`config.mk`:
```
export PLATFORM = sky130hd
export DESIGN_NAME = pipe_hazard_ctrl_flat
export DESIGN_NICKNAME = d
export VERILOG_FILES = /design/src/rtl/pipe_hazard_ctrl_if.sv /design/src/rtl/pipe_hazard_ctrl.sv /design/src/flat_wrapper.sv
export SDC_FILE = /design/constraint.sdc
export NUM_CORES = 1
export LEC_CHECK = 0
export ABC_AREA = 1
export BUFFER_PORTS_ARGS = -buffer_cell sky130_fd_sc_hd__buf_2
export CAP_MARGIN = 25
export CORE_MARGIN = 2
export CORE_UTILIZATION = 50
export DETAILED_ROUTE_END_ITERATION = 8
export PLACE_DENSITY = 0.81
export REMOVE_ABC_BUFFERS = 1
export SYNTH_ARGS = -nofsm -noshare
export SYNTH_HDL_FRONTEND = slang
export SYNTH_SLANG_ARGS = --single-unit
```
`constraint.sdc`:
```
create_clock -name clk -period 17.5 [get_ports clk]
set_input_delay 1.75 -clock clk [delete_from_list [all_inputs] [get_ports clk]]
set_output_delay 1.75 -clock clk [all_outputs]
set_load 0.005 [all_outputs]
```
`src/rtl/pipe_hazard_ctrl_if.sv`:
```
// rtl/pipe_hazard_ctrl_if.sv - fetch/stage-register bundle of the pipeline hazard controller
//
// Purpose: groups the fetch inputs, stage instruction/PC registers and the
//          stall / multiply-divide status of pipe_hazard_ctrl.
// Signals:
//   IR_F, PC_F              fetched instruction and its PC
//   IR_D..IR_W, PC_D..PC_W  stage instruction and PC registers
//   stall, en_PC            hold F/D + bubble E; fetch PC write enable
//   md_busy, md_cnt         multiply/divide unit busy flag and remaining cycles
// Modports: master = fetch side / environment, slave = hazard controller.
interface pipe_hazard_ctrl_if;
  logic [31:0] IR_F;
  logic [31:0] PC_F;
  logic [31:0] IR_D;
  logic [31:0] IR_E;
  logic [31:0] IR_M;
  logic [31:0] IR_W;
  logic [31:0] PC_D;
  logic [31:0] PC_E;
  logic [31:0] PC_M;
  logic [31:0] PC_W;
  logic        stall;
  logic        en_PC;
  logic        md_busy;
  logic [3:0]  md_cnt;

  modport master (
    output IR_F, PC_F,
    input  IR_D, IR_E, IR_M, IR_W, PC_D, PC_E, PC_M, PC_W,
    input  stall, en_PC, md_busy, md_cnt
  );

  modport slave (
    input  IR_F, PC_F,
    output IR_D, IR_E, IR_M, IR_W, PC_D, PC_E, PC_M, PC_W,
    output stall, en_PC, md_busy, md_cnt
  );
endinterface

```
`src/rtl/pipe_hazard_ctrl.sv`:
```
// rtl/pipe_hazard_ctrl.sv - D/E/M/W pipeline registers with stall and bubble control
//
// Purpose: holds IR/PC for stages D, E, M, W of a 5-stage MIPS pipeline and
//          stalls on hazards forwarding cannot cover: load-use, branch/jr
//          operand, and multiply/divide unit busy.
// Ports:
//   clk    rising-edge clock
//   reset  asynchronous active-high reset
//   bus    pipe_hazard_ctrl_if.slave: IR_F/PC_F in; IR_x/PC_x, stall,
//          en_PC, md_busy, md_cnt out
module pipe_hazard_ctrl #(
  parameter int          MULT_CYC = 5,
  parameter int          DIV_CYC  = 10,
  parameter logic [31:0] PC_RESET = 32'h0000_3000
) (
  input  logic             clk,
  input  logic             reset,
  pipe_hazard_ctrl_if.slave bus
);

  localparam logic [3:0] MULT_LD = 4'(MULT_CYC);
  localparam logic [3:0] DIV_LD  = 4'(DIV_CYC);

  localparam logic [5:0] OP_SPECIAL = 6'h00;
  localparam logic [5:0] OP_JAL     = 6'h03;
  localparam logic [5:0] OP_BEQ     = 6'h04;

  localparam logic [5:0] F_JR    = 6'h08;
  localparam logic [5:0] F_JALR  = 6'h09;
  localparam logic [5:0] F_MFHI  = 6'h10;
  localparam logic [5:0] F_MTHI  = 6'h11;
  localparam logic [5:0] F_MFLO  = 6'h12;
  localparam logic [5:0] F_MTLO  = 6'h13;
  localparam logic [5:0] F_MULT  = 6'h18;
  localparam logic [5:0] F_MULTU = 6'h19;
  localparam logic [5:0] F_DIV   = 6'h1a;
  localparam logic [5:0] F_DIVU  = 6'h1b;

  // ---------------- instruction classification ----------------
  function automatic logic is_special(input logic [31:0] ir);
    return ir[31:26] == OP_SPECIAL;
  endfunction

  // Register-register ALU ops, including variable shifts (use rs and rt).
  function automatic logic is_cal_r(input logic [31:0] ir);
    if (!is_special(ir)) return 1'b0;
    case (ir[5:0])
      6'h20, 6'h21, 6'h22, 6'h23, 6'h24, 6'h25, 6'h26, 6'h27,
      6'h2a, 6'h2b, 6'h04, 6'h06, 6'h07: return 1'b1;
      default: return 1'b0;
    endcase
  endfunction

  // sll/srl/sra take their shift amount from the instruction, so only rt is read.
  function automatic logic is_shift_imm(input logic [31:0] ir);
    return is_special(ir) && (ir[5:0] == 6'h00 || ir[5:0] == 6'h02 || ir[5:0] == 6'h03);
  endfunction

  function automatic logic is_mf(input logic [31:0] ir);
    return is_special(ir) && (ir[5:0] == F_MFHI || ir[5:0] == F_MFLO);
  endfunction

  function automatic logic is_mt(input logic [31:0] ir);
    return is_special(ir) && (ir[5:0] == F_MTHI || ir[5:0] == F_MTLO);
  endfunction

  function automatic logic is_mult(input logic [31:0] ir);
    return is_special(ir) && (ir[5:0] == F_MULT || ir[5:0] == F_MULTU);
  endfunction

  function automatic logic is_div(input logic [31:0] ir);
    return is_special(ir) && (ir[5:0] == F_DIV || ir[5:0] == F_DIVU);
  endfunction

  function automatic logic is_jr(input logic [31:0] ir);
    return is_special(ir) && ir[5:0] == F_JR;
  endfunction

  function automatic logic is_jalr(input logic [31:0] ir);
    return is_special(ir) && ir[5:0] == F_JALR;
  endfunction

  function automatic logic is_cal_i(input logic [31:0] ir);
    return ir[31:26] >= 6'h08 && ir[31:26] <= 6'h0f;
  endfunction

  function automatic logic is_load(input logic [31:0] ir);
    case (ir[31:26])
      6'h20, 6'h21, 6'h23, 6'h24, 6'h25: return 1'b1;
      default: return 1'b0;
    endcase
  endfunction

  function automatic logic is_store(input logic [31:0] ir);
    case (ir[31:26])
      6'h28, 6'h29, 6'h2b: return 1'b1;
      default: return 1'b0;
    endcase
  endfunction

  function automatic logic is_md(input logic [31:0] ir);
    return is_mult(ir) || is_div(ir) || is_mf(ir) || is_mt(ir);
  endfunction

  // ---------------- destination / Tnew / Tuse ----------------
  function automatic logic [4:0] dest_of(input logic [31:0] ir);
    if (is_cal_r(ir) || is_shift_imm(ir) || is_mf(ir) || is_jalr(ir)) return ir[15:11];
    if (is_cal_i(ir) || is_load(ir)) return ir[20:16];
    if (ir[31:26] == OP_JAL) return 5'd31;
    return 5'd0;
  endfunction

  function automatic logic [1:0] tnew_e_of(input logic [31:0] ir);
    if (is_load(ir)) return 2'd2;
    if (is_cal_r(ir) || is_shift_imm(ir) || is_mf(ir) || is_jalr(ir) ||
        is_cal_i(ir) || ir[31:26] == OP_JAL) return 2'd1;
    return 2'd0;
  endfunction

  function automatic logic [1:0] tnew_m_of(input logic [31:0] ir);
    return is_load(ir) ? 2'd1 : 2'd0;
  endfunction

  // {used, tuse[1:0]}
  function automatic logic [2:0] rs_use_of(input logic [31:0] ir);
    if (ir[31:26] == OP_BEQ || is_jr(ir) || is_jalr(ir)) return 3'b1_00;
    if (is_cal_r(ir) || is_cal_i(ir) || is_load(ir) || is_store(ir) ||
        is_mult(ir) || is_div(ir) || is_mt(ir)) return 3'b1_01;
    return 3'b0_00;
  endfunction

  function automatic logic [2:0] rt_use_of(input logic [31:0] ir);
    if (ir[31:26] == OP_BEQ) return 3'b1_00;
    if (is_cal_r(ir) || is_shift_imm(ir) || is_mult(ir) || is_div(ir) || is_mt(ir)) return 3'b1_01;
    if (is_store(ir)) return 3'b1_10;
    return 3'b0_00;
  endfunction

  function automatic logic src_stall(input logic [2:0] use_t, input logic [4:0] src,
                                     input logic [4:0] d_e, input logic [1:0] t_e,
                                     input logic [4:0] d_m, input logic [1:0] t_m);
    return use_t[2] && (src != 5'd0) &&
           ((src == d_e && use_t[1:0] < t_e) || (src == d_m && use_t[1:0] < t_m));
  endfunction

  // ---------------- state ----------------
  logic [31:0] ir_d, ir_e, ir_m, ir_w;
  logic [31:0] pc_d, pc_e, pc_m, pc_w;
  logic [3:0]  md_cnt;
  logic        data_stall, md_stall, stall;

  always_comb begin
    data_stall = src_stall(rs_use_of(ir_d), ir_d[25:21],
                           dest_of(ir_e), tnew_e_of(ir_e), dest_of(ir_m), tnew_m_of(ir_m)) ||
                 src_stall(rt_use_of(ir_d), ir_d[20:16],
                           dest_of(ir_e), tnew_e_of(ir_e), dest_of(ir_m), tnew_m_of(ir_m));
    // An MD op in E has not yet loaded the counter, so it must be checked directly.
    md_stall   = is_md(ir_d) && (md_cnt != 4'd0 || is_mult(ir_e) || is_div(ir_e));
    stall      = data_stall || md_stall;
  end

  always_ff @(posedge clk or posedge reset) begin
    if (reset) begin
      ir_d <= 32'd0;
      ir_e <= 32'd0;
      ir_m <= 32'd0;
      ir_w <= 32'd0;
      pc_d <= PC_RESET;
      pc_e <= PC_RESET;
      pc_m <= PC_RESET;
      pc_w <= PC_RESET;
    end else begin
      if (!stall) begin
        ir_d <= bus.IR_F;
        pc_d <= bus.PC_F;
      end
      ir_e <= stall ? 32'd0 : ir_d;
      pc_e <= pc_d;
      ir_m <= ir_e;
      pc_m <= pc_e;
      ir_w <= ir_m;
      pc_w <= pc_m;
    end
  end

  // Reload from E takes priority; a bubble in E is a NOP and never reloads.
  always_ff @(posedge clk or posedge reset) begin
    if (reset) begin
      md_cnt <= 4'd0;
    end else if (is_mult(ir_e)) begin
      md_cnt <= MULT_LD;
    end else if (is_div(ir_e)) begin
      md_cnt <= DIV_LD;
    end else if (md_cnt != 4'd0) begin
      md_cnt <= md_cnt - 4'd1;
    end
  end

  assign bus.IR_D    = ir_d;
  assign bus.IR_E    = ir_e;
  assign bus.IR_M    = ir_m;
  assign bus.IR_W    = ir_w;
  assign bus.PC_D    = pc_d;
  assign bus.PC_E    = pc_e;
  assign bus.PC_M    = pc_m;
  assign bus.PC_W    = pc_w;
  assign bus.stall   = stall;
  assign bus.en_PC   = ~stall;
  assign bus.md_busy = (md_cnt != 4'd0);
  assign bus.md_cnt  = md_cnt;

endmodule

```
`src/flat_wrapper.sv`:
```
// flat-port wrapper written by rule: the top's interface ports become plain ports
module pipe_hazard_ctrl_flat 
#(
  parameter int          MULT_CYC = 5,
  parameter int          DIV_CYC  = 10,
  parameter logic [31:0] PC_RESET = 32'h0000_3000
)
  (clk, reset, bus_IR_F, bus_PC_F, bus_IR_D, bus_IR_E, bus_IR_M, bus_IR_W, bus_PC_D, bus_PC_E, bus_PC_M, bus_PC_W, bus_stall, bus_en_PC, bus_md_busy, bus_md_cnt);
  pipe_hazard_ctrl_if bus_i ();
  input  logic clk;
  input  logic reset;
  input wire logic [$bits(bus_i.IR_F)-1:0] bus_IR_F;
  input wire logic [$bits(bus_i.PC_F)-1:0] bus_PC_F;
  output wire logic [$bits(bus_i.IR_D)-1:0] bus_IR_D;
  output wire logic [$bits(bus_i.IR_E)-1:0] bus_IR_E;
  output wire logic [$bits(bus_i.IR_M)-1:0] bus_IR_M;
  output wire logic [$bits(bus_i.IR_W)-1:0] bus_IR_W;
  output wire logic [$bits(bus_i.PC_D)-1:0] bus_PC_D;
  output wire logic [$bits(bus_i.PC_E)-1:0] bus_PC_E;
  output wire logic [$bits(bus_i.PC_M)-1:0] bus_PC_M;
  output wire logic [$bits(bus_i.PC_W)-1:0] bus_PC_W;
  output wire logic [$bits(bus_i.stall)-1:0] bus_stall;
  output wire logic [$bits(bus_i.en_PC)-1:0] bus_en_PC;
  output wire logic [$bits(bus_i.md_busy)-1:0] bus_md_busy;
  output wire logic [$bits(bus_i.md_cnt)-1:0] bus_md_cnt;
  assign bus_i.IR_F = bus_IR_F;
  assign bus_i.PC_F = bus_PC_F;
  assign bus_IR_D = bus_i.IR_D;
  assign bus_IR_E = bus_i.IR_E;
  assign bus_IR_M = bus_i.IR_M;
  assign bus_IR_W = bus_i.IR_W;
  assign bus_PC_D = bus_i.PC_D;
  assign bus_PC_E = bus_i.PC_E;
  assign bus_PC_M = bus_i.PC_M;
  assign bus_PC_W = bus_i.PC_W;
  assign bus_stall = bus_i.stall;
  assign bus_en_PC = bus_i.en_PC;
  assign bus_md_busy = bus_i.md_busy;
  assign bus_md_cnt = bus_i.md_cnt;
  pipe_hazard_ctrl #(.MULT_CYC(MULT_CYC), .DIV_CYC(DIV_CYC), .PC_RESET(PC_RESET)) u_core (.clk(clk), .reset(reset), .bus(bus_i));
endmodule
```
# == Word level (Yosys, flattened, before mapping) ==
# Memories as Yosys holds them, arrays and structs flattened.
# Index checks and enable logic that the tools add are counted.
# classes
n_addsub,1
eq_ne,51
bitwise,1
n_lt_le_gt_ge,10
reduce_logical,102
mux,113
# op_table
op,count
2-to-1 mux 5 bit,24
== test 6 bit (second input constant),18
== test 6 x 5 -> 1 bit (second input constant),16
2-to-1 mux 1 bit,68
logical OR 1 bit,61
== test 6 x 2 -> 1 bit (second input constant),8
zero test 6 bit,6
2-to-1 mux 32 bit,1
2-to-1 mux 3 bit,10
logical AND 1 bit,27
== test 6 x 4 -> 1 bit (second input constant),4
== test 5 bit,4
greater-or-equal comparator 6 x 4 -> 1 bit (second input constant),3
<= comparator 6 x 4 -> 1 bit (second input constant),3
OR reduction 5 bit,3
2-to-1 mux 2 bit,7
2-to-1 mux 4 bit,3
nonzero test 5 bit,2
< comparator 2 bit,4
== test 6 x 3 -> 1 bit (second input constant),1
nonzero test 4 bit,1
subtractor 4 x 1 -> 4 bit (second input constant),1
nonzero test 3 bit,1
OR reduction 3 bit,1
NOT 1 bit,1
# word_totals
mem_bits_ro,512
elab_cells,295
regBits,260
out_inout_bits,263
mem_count,8
# memory_table
memory,depth,word_bits,rd,rd_clocked_by_memory_dff,wr,line_no,rtl
(name not given),64,1,1,0,0,pipe_hazard_ctrl.sv:47,case (ir[5:0])
(name not given),64,1,1,0,0,pipe_hazard_ctrl.sv:47,
(name not given),64,1,1,0,0,pipe_hazard_ctrl.sv:47,
(name not given),64,1,1,0,0,pipe_hazard_ctrl.sv:47,
(name not given),64,1,1,0,0,pipe_hazard_ctrl.sv:47,
(name not given),64,1,1,0,0,pipe_hazard_ctrl.sv:47,
2 more memories,n/a,n/a,n/a,n/a,n/a,n/a,

# == Logic depth before layout (Yosys ltp) ==
# depth
depth_word,26
depth_mapped,20

# == Worst setup path before layout ==
# OpenSTA, ideal clock, no wires.
# synth_path
kind,reg2out
startpoint,"reg u_core.ir_e[31], in the netlist u_core.bus.IR_E[31]"
endpoint,out bus_en_PC
required_ns,15.750
stages_incl_launch_ff,13
t_arrival_ns,2.020
n_path_buf,2
setup_slack_ns,13.730
cell_sequence,dfrtp_1 > nor2_1 > inv_2 > nor4_4 > inv_2 > nor4_4 > inv_1 > nand3_1 > nand4_2 > nand3_4 > buf_6 > buf_6 > inv_2
# synth_between
elab_chain_len,21
# synth_rtl
element,line_no,rtl
from (decl),pipe_hazard_ctrl.sv:147,"logic [31:0] ir_d, ir_e, ir_m, ir_w;"
from (signal assigned),pipe_hazard_ctrl.sv:177,ir_e <= stall ? 32'd0 : ir_d;
zero test 6 bit,pipe_hazard_ctrl.sv:41,return ir[31:26] == OP_SPECIAL;
2-to-1 mux 1 bit,pipe_hazard_ctrl.sv:46,if (!is_special(ir)) return 1'b0;
2-to-1 mux 1 bit,pipe_hazard_ctrl.sv:115,if (is_cal_r(ir) || is_shift_imm(ir) || is_mf(ir) || is_jalr(ir) ||
2-to-1 mux 1 bit,pipe_hazard_ctrl.sv:47,
2-to-1 mux 1 bit,pipe_hazard_ctrl.sv:115,
logical OR 1 bit (4 in a row),pipe_hazard_ctrl.sv:115,
logical OR 1 bit,pipe_hazard_ctrl.sv:116,is_cal_i(ir) || ir[31:26] == OP_JAL) return 2'd1;
2-to-1 mux 1 bit (2 in a row),pipe_hazard_ctrl.sv:115,
(+2 left out),n/a,
< comparator 2 bit,pipe_hazard_ctrl.sv:143,((src == d_e && use_t[1:0] < t_e) || (src == d_m && use_t[1:0] < t_m));
logical AND 1 bit,pipe_hazard_ctrl.sv:143,
logical OR 1 bit,pipe_hazard_ctrl.sv:143,
logical AND 1 bit,pipe_hazard_ctrl.sv:142,return use_t[2] && (src != 5'd0) &&
logical OR 1 bit,pipe_hazard_ctrl.sv:154,"dest_of(ir_e), tnew_e_of(ir_e), dest_of(ir_m), tnew_m_of(ir_m)) ||"
logical OR 1 bit *,pipe_hazard_ctrl.sv:159,stall = data_stall || md_stall;
net bus_stall,flat_wrapper.sv:22,output wire logic [$bits(bus_i.stall)-1:0] bus_stall;
NOT 1 bit *,pipe_hazard_ctrl.sv:208,assign bus.en_PC = ~stall;
to (decl),flat_wrapper.sv:23,output wire logic [$bits(bus_i.en_PC)-1:0] bus_en_PC;
# The timed path passes the listed nets; every way through them passes the cells marked *. The select of a mux whose other input is x is not followed.

# == Worst setup path after layout ==
# layout_path
startpoint,"reg u_core.ir_e[31], in the netlist u_core.bus.IR_E[31]"
endpoint,out bus_stall
# layout_between
elab_chain_len,20
# layout_rtl
element,line_no,rtl
zero test 6 bit,pipe_hazard_ctrl.sv:41,
2-to-1 mux 1 bit,pipe_hazard_ctrl.sv:46,
2-to-1 mux 1 bit,pipe_hazard_ctrl.sv:115,
2-to-1 mux 1 bit,pipe_hazard_ctrl.sv:47,
2-to-1 mux 1 bit,pipe_hazard_ctrl.sv:115,
logical OR 1 bit (4 in a row),pipe_hazard_ctrl.sv:115,
logical OR 1 bit,pipe_hazard_ctrl.sv:116,
2-to-1 mux 1 bit (2 in a row),pipe_hazard_ctrl.sv:115,
2-to-1 mux 2 bit,pipe_hazard_ctrl.sv:117,return 2'd0;
2-to-1 mux 2 bit,pipe_hazard_ctrl.sv:115,
< comparator 2 bit,pipe_hazard_ctrl.sv:143,
logical AND 1 bit,pipe_hazard_ctrl.sv:143,
logical OR 1 bit,pipe_hazard_ctrl.sv:143,
logical AND 1 bit,pipe_hazard_ctrl.sv:142,
logical OR 1 bit,pipe_hazard_ctrl.sv:154,
logical OR 1 bit *,pipe_hazard_ctrl.sv:159,
to (decl),flat_wrapper.sv:22,
# Every way passes the cells marked *; elsewhere a longest branch is shown, timed or not. The select of a mux whose other input is x is not followed.

==> flow_summary_export.csv <==
group,metric,value,unit
critical_path,start_kind,"flop",
clock_tree,cts_tree,"yes",
placement,dp_hpwl,17000,um
pwr,total_power,0.00137,W
timing,timing.setup.tns,0,ns
synthesis,syn_avg_cell_area,11.2,um^2
clock_tree,clkTransAtPathRegs,0.06,ns
timing,final-setup-viol-count,0,
finish,final_cells,1391,
synthesis,synth_ff_type,"dfrtp_1",
critical_path,path_cells,"nor2_1 -> inv_2 -> nor4_4 -> nand3_1 -> nand3_1 -> nand2_1 -> nor2_1 -> nand3_1 -> nand2_1 -> nand2_4 -> nand3_4 -> buf_4 -> buf_2",
synthesis,yosys-top-cells-count,"252 x dfrtp_1, 231 x nand2_1, 69 x nand4_1, 68 x nor2_1, 63 x inv_1",
synthesis,synth.cell_area,9030,um^2
outcome,status,"finished clean",
critical_path,critPathMostFrequentCell,"nand3_1",
timing,post-route-min-period,5.99,ns
finish,area_growth,30.6,%
routing,drtIter0Drc,395,
clock_tree,cts.sinks,260,
routing,drc,0,
placement,gp_congestion,0.930,
synthesis,ys.warnings.count,0,
critical_path,worstPathArrival,4.24,ns
placement,placed_cells,1341,
synthesis,netlist_instances,809,
synthesis,synth_edf_count,0,
timing,worst_slew_pin_slew,0.769,ns
synthesis,netlist.area_leader.share,69.8,%
floorplanning,core,17800,um^2
clock_tree,post_cts_resized,0,
critical_path,crit_slowest_cell,"buf_4",
finish,nets,1211,
global_routing,grt_overflow,0,
floorplanning,ios,329,
floorplanning,dieHeight,138,um
global_routing,grt_max_degree,99,
synthesis,synthTopCellsByArea,"dfrtp_1 70%, nand2_1 9.6%, nand4_1 4.8%, nor2_1 2.8%, inv_1 2.6%",
critical_path,path_delay_family,"simple AND/OR/NAND/NOR gates",
critical_path,crit_required,15.75,ns
pwr,pwr_density_cell,116,nW/um^2
floorplanning,initial_core_util,50.6,%
global_routing,antenna_found_initial,0,
placement,portBuffers,328,
timing,report.final.slew_viol_count,0,
finish,antenna-diode-count,0,
routing,via_count,7097,
job,cap_violations,0,
clock_tree,holdBufCountCts,0,
synthesis,yosysTopAreaCell,"dfrtp_1",
clock_tree,numCtsBuffers,26,
timing,finClkSkew,0.0177,ns
timing,holdWs,0.359,ns
worst_hold_path,hp-class,"reg -> reg",
critical_path,cp_max_fo,64,
synthesis,synth-async-reset-ratio,100,%
routing,wl_per_cell,17.5,um
timing,fin_crit_sh,34.2,%
clock_tree,postCtsSetupBuffers,0,
global_routing,grt_pass1_wl,38000,um
global_routing,grt_use_total,24.9,%
routing,final_antenna_net_count,0,
finish,drive_gt1_share,34.9,%
synthesis,synth_cell_types,29,
floorplanning,die_w,138,um
clock_tree,cts_buffer_depth,3,
floorplanning,die_area,19200,um^2
floorplanning,fp-row-count,49,
timing,rsz0062_at_grt,"false",
critical_path,cp_num_buf_inv,3,
timing,hold_violations,0,
clock_tree,clk_latency,0.54,ns
timing,max_freq,0.167,GHz
critical_path,worstSetupPathType,"reg -> out",
synthesis,ys_seq_area_share,72.2,%
routing,drt_pass1_iterations,7,
routing,drt-total-wl,24400,um
timing,worst_slew_margin_rel,48.7,%
global_routing,grt_pass1_vias,6963,
pwr,leakagePower,6.28,nW
routing,via_per_inst,5.10,
synthesis,synth_seq_cells,260,
pwr,ir_drop,0.0000977,V
critical_path,endpoint_kind,"output pin",
critical_path,slowest_delay,0.62,ns
synthesis,yosysMostFrequentCell,"dfrtp_1",
clock_tree,root_buffer,"clkbuf_16",
clock_tree,h-tree-depth,1,
## cell type report
cell class,instances,area [um^2]
fillers,1326,6050
well taps,229,287
repair buffers,334,1730
clock buffers,36,728
multi-input cells,447,2100
flip-flops and latches,260,6520
clock inverters,12,149
inverters,73,282
## path summary, 6_finish.rpt
kind                            cells past startpoint  slack (ns)             endpoint           startpoint
worst min register to register                      0        0.36  u_core.bus.PC_W[12]  u_core.bus.PC_M[12]
worst min-delay path                                0        0.36  u_core.bus.PC_W[12]  u_core.bus.PC_M[12]
worst max-delay path                               13       11.51            bus_stall  u_core.bus.IR_E[31]
max in group asynchronous                           6       14.39  u_core.bus.PC_W[13]                reset
worst max register to register                     14       13.70  u_core.bus.PC_D[12]  u_core.bus.IR_E[31]
min in group asynchronous                           2        1.32  u_core.bus.PC_W[21]                reset
## cell families (layout without fill, tap and decap cells)
kind of cell / Yosys count / count (layout) / share of synthesized area [%]
fa+ha+maj: 3 / 3 / 0.416
xor+xnor: 3 / 3 / 0.291
buf+inv: 102 / 455 / 4.66
compound gates: 16 / 16 / 1.08
simple gates: 425 / 425 / 21.4
flops: 260 / 260 / 72.2
## sequential cells by signal, indices dropped and copies added (netlist names)
signal,count
u_core.bus.PC_D,32
u_core.bus.PC_E,32
u_core.bus.IR_M,32
u_core.bus.IR_W,32
u_core.bus.PC_M,32
u_core.bus.PC_W,32
u_core.bus.IR_E,32
u_core.bus.md_cnt,4
u_core.bus.IR_D,32
## where the power goes
group	switching (W)	internal, W	total [W]
combinational	0.0000789	0.0000588	0.000138
sequential	0.0000291	0.000642	0.000671
clock	0.000232	0.000324	0.000556
total	0.000340	0.00102	0.00137
## cell usage in the layout, fill, tap and decap left out
master,instances
a21oi_1,4
buf_16,2
buf_2,328
buf_4,4
bufinv_16,2
clkbuf_1,6
clkbuf_16,26
clkbuf_8,4
clkinv_16,1
clkinv_2,5
clkinv_4,2
clkinvlp_4,1
dfrtp_1,252
dfstp_2,8
ha_1,3
inv_1,62
inv_2,10
inv_6,1
inv_8,1
nand2_1,231
nand2_4,2
nand3_1,40
nand3_2,1
nand3_4,1
nand3b_1,1
nand4_1,69
nand4_4,1
nor2_1,68
nor2_2,1
nor3_1,5
nor4_1,2
nor4_4,3
o211ai_2,1
o21ai_0,8
o21ai_2,1
o31a_1,1
o31ai_1,1
xnor2_1,1
xor2_1,2
## worst register-to-register path, delay by kind of cell, from the launching register on
| family | cells | cell delay, ns |
|---|---|---|
| flip-flops | 1 | 0.41 |
| AND/OR/NAND/NOR | 12 | 2.66 |
| buffers and inverters | 2 | 0.69 |
## per-stage QoR
stage / area, um^2 / worst slack, ns / util, %
floorplan: 8880 / 8.61 / -
global placement: 10900 / 12.22 / 60.9
detailed placement: 10900 / 12.10 / 60.9
CTS: 11700 / 11.52 / 65.8
global route: 11800 / 11.17 / 66.1
finish: 11800 / 11.51 / 66.1
## per-layer routing
metal	routed length [um]	global-route usage (%)	up-vias
met5	0	0	-
met1	9650	32.8	3440
met2	12300	41.9	322
met3	1730	4.68	56
li1	-	-	3279
met4	734	8.59	0
Note: power is estimated with default switching activity, not from simulation.
